**config.mk**
```make
export PLATFORM = sky130hd
export DESIGN_NAME = pc_sequencer
export DESIGN_NICKNAME = d
export VERILOG_FILES = /design/src/rtl/pc_sequencer.sv
export SDC_FILE = /design/constraint.sdc
export NUM_CORES = 1
export LEC_CHECK = 0
export ABC_AREA = 1
export CAP_MARGIN = 20
export CORE_ASPECT_RATIO = 1.1
export CORE_MARGIN = 2
export CORE_UTILIZATION = 61
export CTS_BUF_LIST = sky130_fd_sc_hd__clkbuf_2
export DETAILED_ROUTE_END_ITERATION = 6
export GPL_TIMING_DRIVEN = 0
export MAX_ROUTING_LAYER = met4
export PLACE_DENSITY = 0.83
export REMOVE_ABC_BUFFERS = 1
export SLEW_MARGIN = 20
export SYNTH_ARGS = -nofsm -noshare
export SYNTH_HDL_FRONTEND = slang
export SYNTH_SLANG_ARGS = --single-unit
```
**constraint.sdc**
```tcl
create_clock -name clk -period 3.6 [get_ports clk]
set_input_delay 0.72 -clock clk [delete_from_list [all_inputs] [get_ports clk]]
set_output_delay 0.72 -clock clk [all_outputs]
set_load 0.02 [all_outputs]
```
**src/rtl/pc_sequencer.sv**
```systemverilog
// Program-counter owner: registered PC, return-address stack and halt state.
// Every flow-control request lands on the next rising edge of clk.
module pc_sequencer #(
  parameter logic [15:0] RESET_PC    = 16'h0000,
  parameter int          STACK_DEPTH = 8,
  parameter logic [15:0] RET_OFFSET  = 16'd1
) (
  input  logic                           clk,
  input  logic                           reset,
  input  logic                           cnt_en,
  input  logic                           pc_sload,
  input  logic [15:0]                    new_pc,
  input  logic                           call,
  input  logic                           rtn,
  input  logic                           stop,
  input  logic                           resume,
  output logic [15:0]                    pc,
  output logic                           halted,
  output logic [$clog2(STACK_DEPTH):0]   sp,
  output logic                           stack_err
);

  localparam int AW  = $clog2(STACK_DEPTH);
  localparam int SPW = AW + 1;

  localparam logic [0:0] RUN  = 1'b0;
  localparam logic [0:0] HALT = 1'b1;

  logic [0:0]     state, state_d;
  logic [15:0]    pc_d;
  logic [SPW-1:0] sp_d;
  logic           err_d;
  logic           push;
  logic [AW-1:0]  rd_idx;
  logic [AW-1:0]  wr_idx;
  logic [15:0]    stack_q [STACK_DEPTH];

  assign rd_idx = AW'(sp - SPW'(1));
  assign wr_idx = AW'(sp);
  assign halted = (state == HALT);

  always_comb begin
    state_d = state;
    pc_d    = pc;
    sp_d    = sp;
    err_d   = stack_err;
    push    = 1'b0;
    if (state == RUN) begin
      priority case (1'b1)
        stop: state_d = HALT;
        call && rtn: begin
          err_d   = 1'b1;
          state_d = HALT;
        end
        rtn: begin
          if (sp == '0) begin
            err_d   = 1'b1;
            state_d = HALT;
          end else begin
            pc_d = stack_q[rd_idx];
            sp_d = sp - SPW'(1);
          end
        end
        call && pc_sload: begin
          if (sp == SPW'(STACK_DEPTH)) begin
            err_d   = 1'b1;
            state_d = HALT;
          end else begin
            push = 1'b1;
            sp_d = sp + SPW'(1);
            pc_d = new_pc;
          end
        end
        pc_sload: pc_d = new_pc;
        cnt_en:   pc_d = pc + 16'd1;
        default: ;
      endcase
    end else if (resume && !stack_err) begin
      state_d = RUN;
    end
  end

  always_ff @(posedge clk) begin
    if (reset) begin
      state     <= RUN;
      pc        <= RESET_PC;
      sp        <= '0;
      stack_err <= 1'b0;
    end else begin
      state     <= state_d;
      pc        <= pc_d;
      sp        <= sp_d;
      stack_err <= err_d;
    end
  end

  // Stack storage needs no reset; occupancy is tracked by sp alone.
  always_ff @(posedge clk) begin
    if (!reset && push) stack_q[wr_idx] <= pc + RET_OFFSET;
  end

endmodule
```
==> impl_metrics.json <==
{
  "routed_wl_mm": 17.3,
  "min_path_type": "reg2reg",
  "fin_nets": 785,
  "h-tree-depth": 4,
  "fin_area_um2": 7700,
  "finalCritPeriodShare_pct": 94.9,
  "switching_share_pct": 28.2,
  "clock.fmax_mhz": 293,
  "wl_per_cell_um": 18.9,
  "cp-end-kind": "register",
  "critPathLaunchType": "register",
  "place.gp.congestion": 0.865,
  "finalPower_w": 0.00335,
  "yosysUniqueCellTypes": 35,
  "cp_common_cell": "nand2_1",
  "grt_max_degree": 67,
  "synth-edff-count": 128,
  "max_stage_delay_ns": 0.73,
  "multi_input_area_um2": 2240,
  "first_pass_iters": 5,
  "critPathRequiredTime_ns": 4.05,
  "io_pins": 46,
  "io_buffers": 45,
  "ys_seq_area_share_pct": 63.1,
  "start_util_pct": 62.2,
  "drive_above_1_share_pct": 8.95,
  "clk_path_buf_depth": 2,
  "report.final.hold_viol_count": 0,
  "p_switching_w": 0.000945,
  "cp_max_fo": 66,
  "track_usage_pct": 31.3,
  "grt_pass1_vias": 5376,
  "cts_buffers": 17,
  "p_int_w": 0.00241,
  "dr_total_vias": 5431,
  "rsz0062_at_grt": "false",
  "async_flop_share_pct": 0,
  "std_cell_rows": 40,
  "cp.arrival_ns": 3.87,
  "ys.warnings.count": 0,
  "grt_pass1_wl_mm": 27.2,
  "grt_antenna_before_repair": 0,
  "slowest_stage": "dfxtp_4",
  "clockPowerShare_pct": 27.4,
  "cts_tree": "done",
  "skew_ns": 0.0332,
  "insertedDiodeCount": 0,
  "seqCellArea_um2": 4290,
  "setup_viol": 0,
  "worstMarginPinSlew_ns": 0.880,
  "postRouteAntennaNets": 0,
  "slew_headroom_pct": 41.0,
  "grt-ovfl-total": 0,
  "fp.dieH_um": 115,
  "comb_power_share_pct": 13.8,
  "coreArea_um2": 10900,
  "dpl.hpwl_mm": 10.7,
  "drt-vias-per-instance": 5.92,
  "clk_pin_slew_ns": 0.20,
  "clock_sinks": 150,
  "route.detailed.drc": 0,
  "maxCapViolCount": 0,
  "pre_cts_slack_ns": -0.570,
  "n_fill_cell": 811,
  "die-area_um2": 12000,
  "yosys_most_used_dff": "edfxtp_1",
  "clockRootBuffer": "clkbuf_2",
  "die_x_um": 105,
  "maxSlewViolCount": 0,
  "syn_to_final_growth_pct": 13.4,
  "syn_inst": 713,
  "p_seq_share_pct": 58.7,
  "worstSetupPathType": "reg2reg",
  "tns_ns": 0,
  "syn-cell-area_um2": 6790,
  "cp_cell_sequence": "inv_4, ha_4, nand3_2, nand2_1, nor4_1, nand2_1, nor3_2, buf_6",
  "drtIter0Drc": 562,
  "irDropWorstVdd_mv": 0.240,
  "r2r_slack_ns": 0.18,
  "fin_crit_ns": 3.42,
  "fin_ws_ns": 0.182,
  "status": "complete, no violations",
  "p_leak_nw": 2.89,
  "clock_latency_ns": 0.73,
  "pwr_density_cell_nw_per_um2": 435,
  "place_area_um2": 7420,
  "synth-seq-cells": 150,
  "synth.avg_cell_area_um2": 9.53
}
timing repair:
item,4_1_cts,5_1_grt
hold buffers,0,0
pin swaps,0,0
endpoints found under the setup margin,139,6
gates resized for setup,2,1
buffers inserted,1,0
gates cloned,0,0
through the flow:
step / utilization (%) / std cells / hold slack, ns
final: 70.6 / 918 / 0.497
after global routing: 70.6 / 918 / 0.524
after CTS: 70.4 / 917 / 0.503
after detailed placement: 68.0 / 884 / 0.477
after global placement: 66.3 / 872 / 0.468
after floorplan: - / 680 / 0.542
sequential cells by signal (all words and copies together) (netlist names):
signal and flops:
stack_err 1, pc 16, stack_q 128, halted 1, sp 4
cell usage in the layout (no fill, tap or decap), types with 3 or more instances in the layout:
master	count
nor2_2	3
a21oi_1	13
nand3_1	21
o21ai_1	7
nor2_1	179
xor2_1	4
nand2_1	145
clkinvlp_4	3
clkinv_2	5
dfxtp_1	21
o21ai_0	90
nor2_4	4
nand4_1	4
inv_1	30
edfxtp_1	128
buf_4	4
buf_6	6
clkbuf_2	19
o22ai_1	4
clkdlybuf4s50_1	45
nor3_2	4
power by group through the flow:
stage                     clock network [W]  registers, W  logic (W)
final                              0.000920       0.00197   0.000464
after global placement                    0       0.00201   0.000408
after detailed placement                  0       0.00201   0.000436
after global routing               0.000986       0.00197   0.000511
after CTS                          0.000910       0.00197   0.000455
after floorplan                           0       0.00202   0.000241
critical path, delay by kind of cell, from the launching register on:
| family | cells | cell delay, ns |
|---|---|---|
| flip-flops | 1 | 0.73 |
| adder cells (fa/ha/maj) | 1 | 0.31 |
| buffers and inverters | 2 | 0.61 |
| AND/OR/NAND/NOR | 5 | 1.47 |
cells by family after synthesis:
group | count (synthesis) | share of synthesized area [%]
compound gates | 117 | 8.82
simple gates | 368 | 21.7
flops | 150 | 63.1
fa+ha+maj | 3 | 0.553
xor+xnor | 7 | 1.01
buf+inv | 68 | 4.83
layout make-up:
type / count / share of cell area (%)
clock inverter: 13 / 1.72
clock buffer: 19 / 1.23
timing repair buffer: 59 / 8.12
multi-input combinational: 495 / 29.1
tap: 147 / 2.39
inverter: 35 / 1.79
sequential: 150 / 55.7
final timing paths:
kind,depth (start not counted),start,to
min,2,stack_err,stack_err
max,8,sp[0],stack_q[2][13]
max reg2reg,8,sp[0],stack_q[2][13]
min reg2reg,2,stack_err,stack_err
Yosys cell counts, drive strengths merged (2+ instances only):
master	n	share of area, %
or2	2	0.18
dfxtp	22	6.5
nand3b	2	0.22
xnor2	2	0.26
clkbuf	9	0.52
nand2	145	8.0
nand4	4	0.37
nor2	186	11
buf	24	2.3
a21oi	13	0.96
edfxtp	128	57
o21ai	97	7.1
xor2	5	0.76
inv	34	1.9
nand3	23	1.8
nor3	5	0.44
ha	3	0.55
o22ai	4	0.37
metal layers:
layer | GRT usage, % | part of all wire (%) | vias to the layer above
met5 | - | 0 | -
met4 | 16.0 | 3.8 | 0
met3 | 5.46 | 9.5 | 67
met2 | 50.9 | 49 | 350
met1 | 38.2 | 38 | 2529
li1 | - | - | 2485
Note: power is estimated with default switching activity, not from simulation.
